===== src/rtl/jbus_demux_pkg.sv =====
// Shared encodings, widths and state type for the J bus demultiplexer.
package jbus_demux_pkg;

  localparam int unsigned J_W    = 16;
  localparam int unsigned P_W    = 19;
  localparam int unsigned P_LO_W = 16;
  localparam int unsigned P_HI_W = 3;
  localparam int unsigned SDRA_W = 14;
  localparam int unsigned SDPA_W = 12;
  localparam int unsigned CNT_W  = 4;

  // Phase select values; also used as the event bus identifier.
  localparam logic [1:0] PH_PLO  = 2'b00;
  localparam logic [1:0] PH_PHI  = 2'b01;
  localparam logic [1:0] PH_SDRA = 2'b10;
  localparam logic [1:0] PH_SDPA = 2'b11;

  localparam int unsigned PEND_P    = 0;
  localparam int unsigned PEND_SDRA = 1;
  localparam int unsigned PEND_SDPA = 2;

  typedef enum logic [1:0] {
    ST_IDLE   = 2'b00,
    ST_PHASE  = 2'b01,
    ST_COMMIT = 2'b10
  } state_e;

endpackage


===== src/rtl/jbus_sync.sv =====
// Parameterised multi-bit flip-flop synchroniser chain.
module jbus_sync #(
  parameter int unsigned W      = 16,
  parameter int unsigned STAGES = 2
) (
  input  logic         clk,
  input  logic         reset,
  input  logic [W-1:0] d,
  output logic [W-1:0] q
);

  logic [W-1:0] sync_q [STAGES];
  logic [W-1:0] sync_d [STAGES];

  always_comb begin
    sync_d[0] = d;
    for (int unsigned i = 1; i < STAGES; i++) begin
      sync_d[i] = sync_q[i-1];
    end
  end

  always_ff @(posedge clk or posedge reset) begin
    if (reset) begin
      for (int unsigned i = 0; i < STAGES; i++) begin
        sync_q[i] <= '0;
      end
    end else begin
      sync_q <= sync_d;
    end
  end

  assign q = sync_q[STAGES-1];

endmodule


===== src/rtl/jbus_demux.sv =====
// Scans the multiplexed J bus, rebuilds P/SDRA/SDPA addresses, filters them
// across two scans and reports committed changes on a valid/ready event port.
module jbus_demux import jbus_demux_pkg::*; #(
  parameter int unsigned SETTLE      = 4,
  parameter int unsigned SYNC_STAGES = 2
) (
  input  logic              clk,
  input  logic              reset,
  input  logic              en,
  input  logic [J_W-1:0]    j,
  output logic [1:0]        js,
  output logic [P_W-1:0]    prg_addr,
  output logic [SDRA_W-1:0] sdra,
  output logic [SDPA_W-1:0] sdpa,
  output logic              evt_valid,
  input  logic              evt_ready,
  output logic [1:0]        evt_bus,
  output logic [P_W-1:0]    evt_addr,
  output logic              scan_done
);

  localparam logic [CNT_W-1:0] SETTLE_CNT = CNT_W'(SETTLE);

  logic [J_W-1:0] j_sync;

  jbus_sync #(.W(J_W), .STAGES(SYNC_STAGES)) u_sync (
    .clk   (clk),
    .reset (reset),
    .d     (j),
    .q     (j_sync)
  );

  state_e            state_q, state_d;
  logic [1:0]        js_q, js_d;
  logic [CNT_W-1:0]  cnt_q, cnt_d;
  logic [P_W-1:0]    cand_p_q, cand_p_d, prev_p_q, prev_p_d;
  logic [SDRA_W-1:0] cand_sdra_q, cand_sdra_d, prev_sdra_q, prev_sdra_d;
  logic [SDPA_W-1:0] cand_sdpa_q, cand_sdpa_d, prev_sdpa_q, prev_sdpa_d;
  logic              prev_vld_q, prev_vld_d;
  logic [P_W-1:0]    prg_addr_q, prg_addr_d;
  logic [SDRA_W-1:0] sdra_q, sdra_d;
  logic [SDPA_W-1:0] sdpa_q, sdpa_d;
  logic [2:0]        pend_q, pend_d, pend_set, pend_clr;
  logic              evt_valid_q, evt_valid_d;
  logic [1:0]        evt_bus_q, evt_bus_d;
  logic [P_W-1:0]    evt_addr_q, evt_addr_d;
  logic              scan_done_q, scan_done_d;
  logic              commit;

  // Scan sequencer: settle per phase, sample on the last settle cycle.
  always_comb begin
    state_d     = state_q;
    js_d        = js_q;
    cnt_d       = cnt_q;
    cand_p_d    = cand_p_q;
    cand_sdra_d = cand_sdra_q;
    cand_sdpa_d = cand_sdpa_q;
    scan_done_d = 1'b0;
    commit      = 1'b0;
    unique case (state_q)
      ST_IDLE: begin
        js_d  = PH_PLO;
        cnt_d = '0;
        if (en) state_d = ST_PHASE;
      end
      ST_PHASE: begin
        if (cnt_q == SETTLE_CNT) begin
          cnt_d = '0;
          case (js_q)
            PH_PLO:  cand_p_d[P_LO_W-1:0]   = j_sync[P_LO_W-1:0];
            PH_PHI:  cand_p_d[P_W-1:P_LO_W] = j_sync[P_HI_W-1:0];
            PH_SDRA: cand_sdra_d            = j_sync[SDRA_W-1:0];
            default: cand_sdpa_d            = j_sync[SDPA_W-1:0];
          endcase
          if (js_q == PH_SDPA) begin
            state_d     = ST_COMMIT;
            scan_done_d = 1'b1;
          end else begin
            js_d = js_q + 2'd1;
          end
        end else begin
          cnt_d = cnt_q + CNT_W'(1);
        end
      end
      ST_COMMIT: begin
        commit  = 1'b1;
        js_d    = PH_PLO;
        cnt_d   = '0;
        state_d = en ? ST_PHASE : ST_IDLE;
      end
      default: state_d = ST_IDLE;
    endcase
  end

  // Two-scan stability filter; a bus only flags when its output really changes.
  always_comb begin
    prg_addr_d  = prg_addr_q;
    sdra_d      = sdra_q;
    sdpa_d      = sdpa_q;
    prev_p_d    = prev_p_q;
    prev_sdra_d = prev_sdra_q;
    prev_sdpa_d = prev_sdpa_q;
    prev_vld_d  = prev_vld_q;
    pend_set    = '0;
    if (commit) begin
      if (prev_vld_q && (prev_p_q == cand_p_q) && (cand_p_q != prg_addr_q)) begin
        prg_addr_d       = cand_p_q;
        pend_set[PEND_P] = 1'b1;
      end
      if (prev_vld_q && (prev_sdra_q == cand_sdra_q) && (cand_sdra_q != sdra_q)) begin
        sdra_d              = cand_sdra_q;
        pend_set[PEND_SDRA] = 1'b1;
      end
      if (prev_vld_q && (prev_sdpa_q == cand_sdpa_q) && (cand_sdpa_q != sdpa_q)) begin
        sdpa_d              = cand_sdpa_q;
        pend_set[PEND_SDPA] = 1'b1;
      end
      prev_p_d    = cand_p_q;
      prev_sdra_d = cand_sdra_q;
      prev_sdpa_d = cand_sdpa_q;
      prev_vld_d  = 1'b1;
    end
  end

  // Event selection: set beats clear; presented address follows the live register.
  always_comb begin
    pend_clr = '0;
    if (evt_valid_q && evt_ready) begin
      case (evt_bus_q)
        PH_PLO:  pend_clr[PEND_P]    = 1'b1;
        PH_SDRA: pend_clr[PEND_SDRA] = 1'b1;
        PH_SDPA: pend_clr[PEND_SDPA] = 1'b1;
        default: pend_clr            = '0;
      endcase
    end
    pend_d      = (pend_q & ~pend_clr) | pend_set;
    evt_valid_d = |pend_d;
    evt_bus_d   = PH_PLO;
    evt_addr_d  = '0;
    if (pend_d[PEND_P]) begin
      evt_bus_d  = PH_PLO;
      evt_addr_d = prg_addr_d;
    end else if (pend_d[PEND_SDRA]) begin
      evt_bus_d  = PH_SDRA;
      evt_addr_d = P_W'(sdra_d);
    end else if (pend_d[PEND_SDPA]) begin
      evt_bus_d  = PH_SDPA;
      evt_addr_d = P_W'(sdpa_d);
    end
  end

  always_ff @(posedge clk or posedge reset) begin
    if (reset) begin
      state_q     <= ST_IDLE;
      js_q        <= PH_PLO;
      cnt_q       <= '0;
      cand_p_q    <= '0;
      cand_sdra_q <= '0;
      cand_sdpa_q <= '0;
      prev_p_q    <= '0;
      prev_sdra_q <= '0;
      prev_sdpa_q <= '0;
      prev_vld_q  <= 1'b0;
      prg_addr_q  <= '0;
      sdra_q      <= '0;
      sdpa_q      <= '0;
      pend_q      <= '0;
      evt_valid_q <= 1'b0;
      evt_bus_q   <= PH_PLO;
      evt_addr_q  <= '0;
      scan_done_q <= 1'b0;
    end else begin
      state_q     <= state_d;
      js_q        <= js_d;
      cnt_q       <= cnt_d;
      cand_p_q    <= cand_p_d;
      cand_sdra_q <= cand_sdra_d;
      cand_sdpa_q <= cand_sdpa_d;
      prev_p_q    <= prev_p_d;
      prev_sdra_q <= prev_sdra_d;
      prev_sdpa_q <= prev_sdpa_d;
      prev_vld_q  <= prev_vld_d;
      prg_addr_q  <= prg_addr_d;
      sdra_q      <= sdra_d;
      sdpa_q      <= sdpa_d;
      pend_q      <= pend_d;
      evt_valid_q <= evt_valid_d;
      evt_bus_q   <= evt_bus_d;
      evt_addr_q  <= evt_addr_d;
      scan_done_q <= scan_done_d;
    end
  end

  assign js        = js_q;
  assign prg_addr  = prg_addr_q;
  assign sdra      = sdra_q;
  assign sdpa      = sdpa_q;
  assign evt_valid = evt_valid_q;
  assign evt_bus   = evt_bus_q;
  assign evt_addr  = evt_addr_q;
  assign scan_done = scan_done_q;

endmodule


===== config.mk =====
export PLATFORM = sky130hd
export DESIGN_NAME = jbus_demux
export DESIGN_NICKNAME = d
export VERILOG_FILES = /design/src/rtl/jbus_demux_pkg.sv /design/src/rtl/jbus_sync.sv /design/src/rtl/jbus_demux.sv
export SDC_FILE = /design/constraint.sdc
export NUM_CORES = 1
export LEC_CHECK = 0
export ABC_AREA = 1
export BUFFER_PORTS_ARGS = -buffer_cell sky130_fd_sc_hd__buf_2
export CORE_ASPECT_RATIO = 0.9
export CORE_UTILIZATION = 64
export CTS_CLUSTER_SIZE = 16
export DETAILED_ROUTE_END_ITERATION = 6
export HOLD_SLACK_MARGIN = 0.03
export PLACE_DENSITY = 0.94
export SYNTH_ARGS = -nofsm -noshare
export SYNTH_HDL_FRONTEND = slang
export SYNTH_SLANG_ARGS = --single-unit

===== constraint.sdc =====
create_clock -name clk -period 10.1 [get_ports clk]
set_clock_uncertainty 0.1 [all_clocks]
set_input_delay 1.01 -clock clk [delete_from_list [all_inputs] [get_ports clk]]
set_output_delay 1.01 -clock clk [all_outputs]
set_load 0.02 [all_outputs]

==> results_dict.tcl, run 1 <==
set metrics [dict create \
    fin_cells 1393 \
    clk_latency_ns 0.51 \
    drtIter0Drc 852 \
    antenna_found_initial 1 \
    timing.final.crit_share 0.3205 \
    cp-start-kind "flop" \
    power.switching_mw 0.9133 \
    synth.cell_area_mm2 0.009323 \
    ys_warn_count 0 \
    antenna_left 0 \
    grt_pass1_vias 7311 \
    internal_power_mw 1.637 \
    postCtsSetupBuffers 0 \
    clock_sinks 202 \
    dp_hpwl_mm 16.45 \
    vdd_drop_max_uv 160.4 \
    cts_made_buffers 20 \
    cp.arrival_ns 3.57 \
    crit_family "simple AND/OR/NAND/NOR gates" \
    swShare 0.3581 \
    rsz0062_at_grt "false" \
    clk_pin_slew_ns 0.06 \
    ys_types 32 \
    crit_type "flop to flop" \
    r2r_setup_slack_ns 6.86 \
    dieArea_mm2 0.01505 \
    p_comb_frac 0.240 \
    hp-start "u_sync.sync_d[12]" \
    cts_tree "yes" \
    vias 7837 \
    gr-total-overflow 0 \
    drv_cap 0 \
    r2r_end "evt_addr[3]" \
    whs_path_depth 0 \
    slew_violations 0 \
    min_to "u_sync.q[12]" \
    die_y_um 116.5 \
    r2r_start "state_q[0]" \
    fin_area_mm2 0.01054 \
    place.gp.congestion 0.9583 \
    cts_root_buffer "clkbuf_16" \
    worst_slew_pin_slew_ns 0.9753 \
    powerDensity_mw_per_mm2 241.9 \
    rows 41 \
    path_buf_inv 1 \
    async_reset_ff_frac 1.000 \
    die_x_um 129.2 \
    cp_common_cell "nand2_1" \
    end_kind "flop" \
    synthCells 1106 \
    wl_per_cell_um 17.39 \
    hold_class "flop to flop" \
    worst-path-max-fanout 91 \
    num-nets-final 1213 \
    slowest_delay_ns 0.45 \
    outcome "completed" \
    syn_to_final_growth_pct 13.09 \
    slowest_stage "dfrtp_1" \
    portBuffers 89 \
    dpl_cell_area_mm2 0.009851 \
    grt_pass1_wl_mm 38.16 \
    crit_chain "inv_2 -> nand2_4 -> nor2_4 -> nand2_1 -> nor2_1 -> nand2_1 -> nor2_2 -> nand2_1 -> nand2_1 -> nand3_1 -> nand2_1 -> nand2_1 -> nand2_1" \
    grt_usage 0.3350 \
    seq_power_share 0.452 \
    ctsHoldBuffers 0 \
    wirelength_mm 24.22 \
    htreeDepth 1 \
    viasPerCell 5.626 \
    critPathRequiredTime_ns 10.44 \
    ys_dominant_reg_cell "dfrtp_1" \
    clkPwrFrac 0.308 \
    core_area_mm2 0.01411 \
    antennaDiodeCount 0 \
    place_inst 1358 \
    synth-edff-count 0 \
    p_leak_nw 5.803 \
    ios 90 \
    fin_crit_ns 3.237 \
    reg2regPathDepth 13 \
    syn_area_per_cell_um2 8.429 \
    seq_area_frac_synth 0.5422 \
    finalHoldViolCount 0 \
    cts_resized 0 \
    drive_gt1_frac 0.1525 \
    drc 0 \
    max-clock-path-buffers 3 \
    setup-violations-final 0 \
    grt_max_degree 136 \
    ys_seq_elements 202 \
    start_util 0.6608 \
    maxSlewHeadroom 0.3482 \
    max_freq_mhz 308.9 \
    drt_pass1_iterations 6 \
    syn_nets 1132 \
    fin_tns_setup_ns 0 \
]
==> power groups by stage <==
stage / combinational, mW / sequential [mW] / clock [mW]
after floorplan: 0.458 / 1.09 / 0
final: 0.613 / 1.15 / 0.784
after global placement: 0.561 / 1.14 / 0
after CTS: 0.604 / 1.14 / 0.784
after detailed placement: 0.586 / 1.15 / 0
after global routing: 0.691 / 1.16 / 0.820
==> sequential cells by signal, indices dropped and copies added, names as in the netlist, 2 cells and up <==
name / count
u_sync.q: 16
prev_sdra_q: 14
pend_q: 3
u_sync.sync_d: 16
js: 2
state_q: 2
sdpa: 12
cnt_q: 4
evt_bus: 2
evt_addr: 19
cand_p_q: 19
prev_p_q: 19
cand_sdra_q: 14
prg_addr: 19
cand_sdpa_q: 12
sdra: 14
prev_sdpa_q: 12
==> metrics by stage <==
stage	util	power (mW)	hold slack, ns	setup WS (ns)
2_1_floorplan	-	1.544	0.2312	3.479
3_3_place_gp	0.6983	1.703	0.2316	7.107
3_5_place_dp	0.6983	1.736	0.2347	7.009
4_1_cts	0.7473	2.527	0.2451	6.962
5_1_grt	0.7473	2.671	0.2535	6.629
6_report	0.7473	2.550	0.2449	6.863
==> cell usage after synthesis, drive strengths merged, types with 2 or more instances <==
library cell | instances | share of area
nand3 | 94 | 0.050
a21oi | 3 | 0.0020
and2 | 26 | 0.017
and3 | 2 | 0.0013
o21ai | 107 | 0.057
inv | 136 | 0.055
nor2 | 64 | 0.030
nand2 | 364 | 0.16
xnor2 | 34 | 0.032
buf | 15 | 0.012
xor2 | 15 | 0.014
clkbuf | 16 | 0.0064
nand3b | 3 | 0.0024
nor3 | 6 | 0.0032
o22ai | 2 | 0.0013
dfrtp | 202 | 0.54
nand4 | 5 | 0.0034
nor3b | 3 | 0.0024
ha | 6 | 0.0081
==> kinds of logic (layout without fill, tap and decap cells) <==
group / count (synthesis) / in the layout / synth area share
AND/OR/NAND/NOR: 568 / 568 / 0.2679
XOR/XNOR: 49 / 49 / 0.04603
AO/OA/AOI/OAI: 114 / 114 / 0.06241
flip-flops: 202 / 202 / 0.5422
adder cells (fa/ha/maj): 6 / 6 / 0.008052
buffers and inverters: 167 / 261 / 0.07341
==> final cells by class <==
| type | instances | area, um^2 |
|---|---|---|
| clock buffer | 32 | 626.9 |
| clock inverter | 3 | 65.06 |
| fill | 964 | 3565 |
| inverter | 136 | 518.0 |
| multi-input combinational | 737 | 3583 |
| sequential | 202 | 5055 |
| tap | 193 | 241.5 |
| timing repair buffer | 90 | 452.9 |
==> how the worst max path moves through the flow <==
stage / endpoint / startpoint / slack (ns) / cells after the start
global placement: evt_addr[11] / state_q[0] / 7.11 / 13
CTS: evt_addr[3] / state_q[0] / 6.96 / 13
detailed placement: evt_addr[0] / state_q[0] / 7.01 / 13
global route: evt_addr[11] / state_q[0] / 6.63 / 13
finish: evt_addr[3] / state_q[0] / 6.86 / 13
floorplan: cand_p_q[0] / reset / 3.48 / 1
==> layer usage <==
metal | track usage | vias to the layer above | wire length (um) | part of all wire
li1 | - | 3602 | - | -
met1 | 0.4447 | 3711 | 9794 | 0.40
met2 | 0.5258 | 423 | 11010 | 0.45
met3 | 0.07650 | 99 | 2162 | 0.089
met4 | 0.1647 | 2 | 1235 | 0.051
met5 | 0 | - | 16 | 0.00066
==> cell usage in the layout (no fill, tap or decap), types with 10 or more instances in the layout <==
cell type  synthesis  routed
and2_1            26      26
buf_2              7      89
clkbuf_16          0      21
dfrtp_1          202     202
inv_1            110     109
inv_2             26      26
nand2_1          336     336
nand2_2           23      23
nand3_1           94      94
nor2_1            57      57
o21ai_0           97      97
o21ai_1           10      10
xnor2_1           34      34
xor2_1            15      15
No activity file was read; power rests on OpenSTA's default activity.
==> inputs of run 2 (changes only) <==
Settings changed: ABC_AREA 1 to 0, CORE_UTILIZATION 64 to 59, PLACE_DENSITY 0.94 to 0.89.
Clock period 10.1 ns to 3 ns, I/O delays scaled along.
==> results_dict.tcl, run 2 <==
set metrics [dict create \
    setup-violations-final 0 \
    rsz0062_at_grt "false" \
    vdd_drop_max_uv 434.5 \
    drc 0 \
    powerDensity_mw_per_mm2 753.7 \
    ys_top_cells_by_count "202 x dfrtp_1, 104 x mux2_2, 74 x xor2_1, 47 x nand2_1" \
    drv_cap 0 \
    dieArea_mm2 0.01523 \
    r2r_end "evt_addr[6]" \
    maxSlewHeadroom 0.5116 \
    rows 41 \
    synth.area.top_cells "dfrtp_1 58%, mux2_2 13%, xor2_1 7.5%, mux2_4 3.5%, nand2_1 2.0%" \
    drive_gt1_frac 0.3553 \
    cp.arrival_ns 3.12 \
    ys_dominant_reg_cell "dfrtp_1" \
    core_area_mm2 0.01421 \
    dp_slack_ns 0.3127 \
    crit_chain "xor2_1 -> nor4_1 -> nand4_1 -> o41ai_4 -> buf_4 -> nand2_1 -> buf_4 -> mux2_4" \
    antenna_found_initial 1 \
    ys_warn_count 0 \
    max_freq_mhz 352.3 \
    cts_made_buffers 21 \
    reg2regPathDepth 8 \
    grt_max_degree 83 \
    worst_hold_slack_ns 0.1502 \
    place.gp.congestion 0.9201 \
    slowest_delay_ns 0.46 \
    finalHoldViolCount 0 \
    fin_tns_setup_ns 0 \
    hold_class "primary input to async pin" \
    timing.final.crit_share 0.9462 \
    drtIter0Drc 449 \
    max-clock-path-buffers 3 \
    async_reset_ff_frac 1.000 \
    p_leak_nw 5.614 \
    ys_seq_elements 202 \
    clk_pin_slew_ns 0.07 \
    start_util 0.6120 \
    slowest_stage "dfrtp_1" \
    synthCells 630 \
    fin_util 0.7268 \
    ios 90 \
    die_x_um 130.0 \
    critPathRequiredTime_ns 3.28 \
    cp_common_cell "buf_4" \
    drt_pass1_iterations 5 \
    cts_tree "yes" \
    antenna_left 0 \
    grt_pass1_wl_mm 34.18 \
    htreeDepth 1 \
    path_buf_inv 2 \
    vias 5678 \
    crit_type "flop to flop" \
    clk_latency_ns 0.50 \
    wl_per_cell_um 22.53 \
    viasPerCell 5.866 \
    final_cell_mix "202 x dfrtp_1, 104 x mux2_2, 89 x buf_2, 74 x xor2_1, 47 x nand2_1" \
    r2r_start "cand_p_q[11]" \
    fin_area_mm2 0.01033 \
    end_kind "flop" \
    slew_violations 0 \
    crit_family "simple AND/OR/NAND/NOR gates" \
    syn_nets 656 \
    cp-start-kind "flop" \
    dpl_cell_area_mm2 0.009480 \
    final_common_cell "dfrtp_1" \
    num-nets-final 786 \
    worst_slack_ns 0.1614 \
    portBuffers 89 \
    synth_most_common_cell "dfrtp_1" \
    grt_usage 0.3078 \
    die_y_um 117.2 \
    outcome "completed" \
    postCtsSetupBuffers 0 \
    seq_area_frac_synth 0.5812 \
    synth_top_cell_area_share 0.5812 \
    syn_area_per_cell_um2 13.80 \
    fin_crit_ns 2.839 \
    cts_root_buffer "clkbuf_16" \
    synth.largest_area_cell "dfrtp_1" \
    synth.cell_area_mm2 0.008697 \
    r2r_setup_slack_ns 0.16 \
    dp_hpwl_mm 14.23 \
    worst-path-max-fanout 14 \
    gr-total-overflow 0 \
    synth-edff-count 0 \
    wirelength_mm 21.81 \
    worst_slew_pin_slew_ns 0.7308 \
    clock_sinks 202 \
    ys_types 44 \
    syn_to_final_growth_pct 18.75 \
    grt_pass1_vias 6028 \
]
==> run 2: area by class of cell <==
class                           instances  area (um^2)
Timing Repair Buffer                  126        793.3
Clock buffer                           31        603.1
Tap cell                              193        241.5
Fill cell                             837         3882
Multi-Input combinational cell        389         3492
Antenna cell                            1        2.502
Sequential cell                       202         5055
Inverter                               20        78.83
Clock inverter                          6        61.31
==> run 2: per-layer routing <==
layer | GRT usage | share of wire
met4 | 0.1481 | 0.047
met1 | 0.4078 | 0.40
met5 | 0 | 0
met3 | 0.06227 | 0.079
met2 | 0.4934 | 0.47
==> run 2: worst max-delay path by stage <==
| stage | start | end | slack (ns) | depth (start not counted) |
|---|---|---|---|---|
| floorplan | reset | cand_p_q[0] | -0.02 | 1 |
| finish | cand_p_q[11] | evt_addr[6] | 0.16 | 8 |
| CTS | cand_p_q[5] | evt_addr[6] | 0.21 | 8 |
| global route | cand_p_q[11] | evt_addr[6] | 0.08 | 8 |
| global placement | cand_p_q[5] | evt_addr[7] | 0.36 | 8 |
| detailed placement | cand_p_q[3] | evt_addr[6] | 0.31 | 8 |
==> run 2: cell families (layout without fill, tap and decap cells) <==
family                     Yosys count  in the layout  share of synthesized area
AOI/OAI and AO/OA                   28             28                    0.02302
xor gates and xnor gates            91             91                    0.09164
adders and majority gates            6              6                   0.008632
buffers and inverters               39            183                    0.02115
DFF                                202            202                     0.5812
muxes                              153            153                     0.2047
other                                0              1                          0
and+or+nand+nor                    111            111                    0.06963
==> run 2: repair_timing <==
action                                 4_1_cts  5_1_grt
resized for setup                            0        0
endpoints found under the hold margin      219        0
hold buffers                                18        0
==> run 2: per-stage QoR <==
stage / power, mW / instances
final: 7.784 / 968
after global routing: 8.117 / 968
after CTS: 7.771 / 967
after detailed placement: 5.187 / 912
after global placement: 5.053 / 912
after floorplan: 4.665 / 630
==> run 2: worst min-delay path, stage by stage <==
cell           delay (ns)
dlygate4sd3_1        0.53
buf_2                0.13
clkinvlp_4           0.12
==> run 2: power breakdown <==
part	leakage [nW]	switching (mW)	internal (mW)
logic	2.60	0.799	0.768
clock network	0.325	1.04	1.48
registers	2.69	0.611	3.09
total	5.61	2.45	5.33
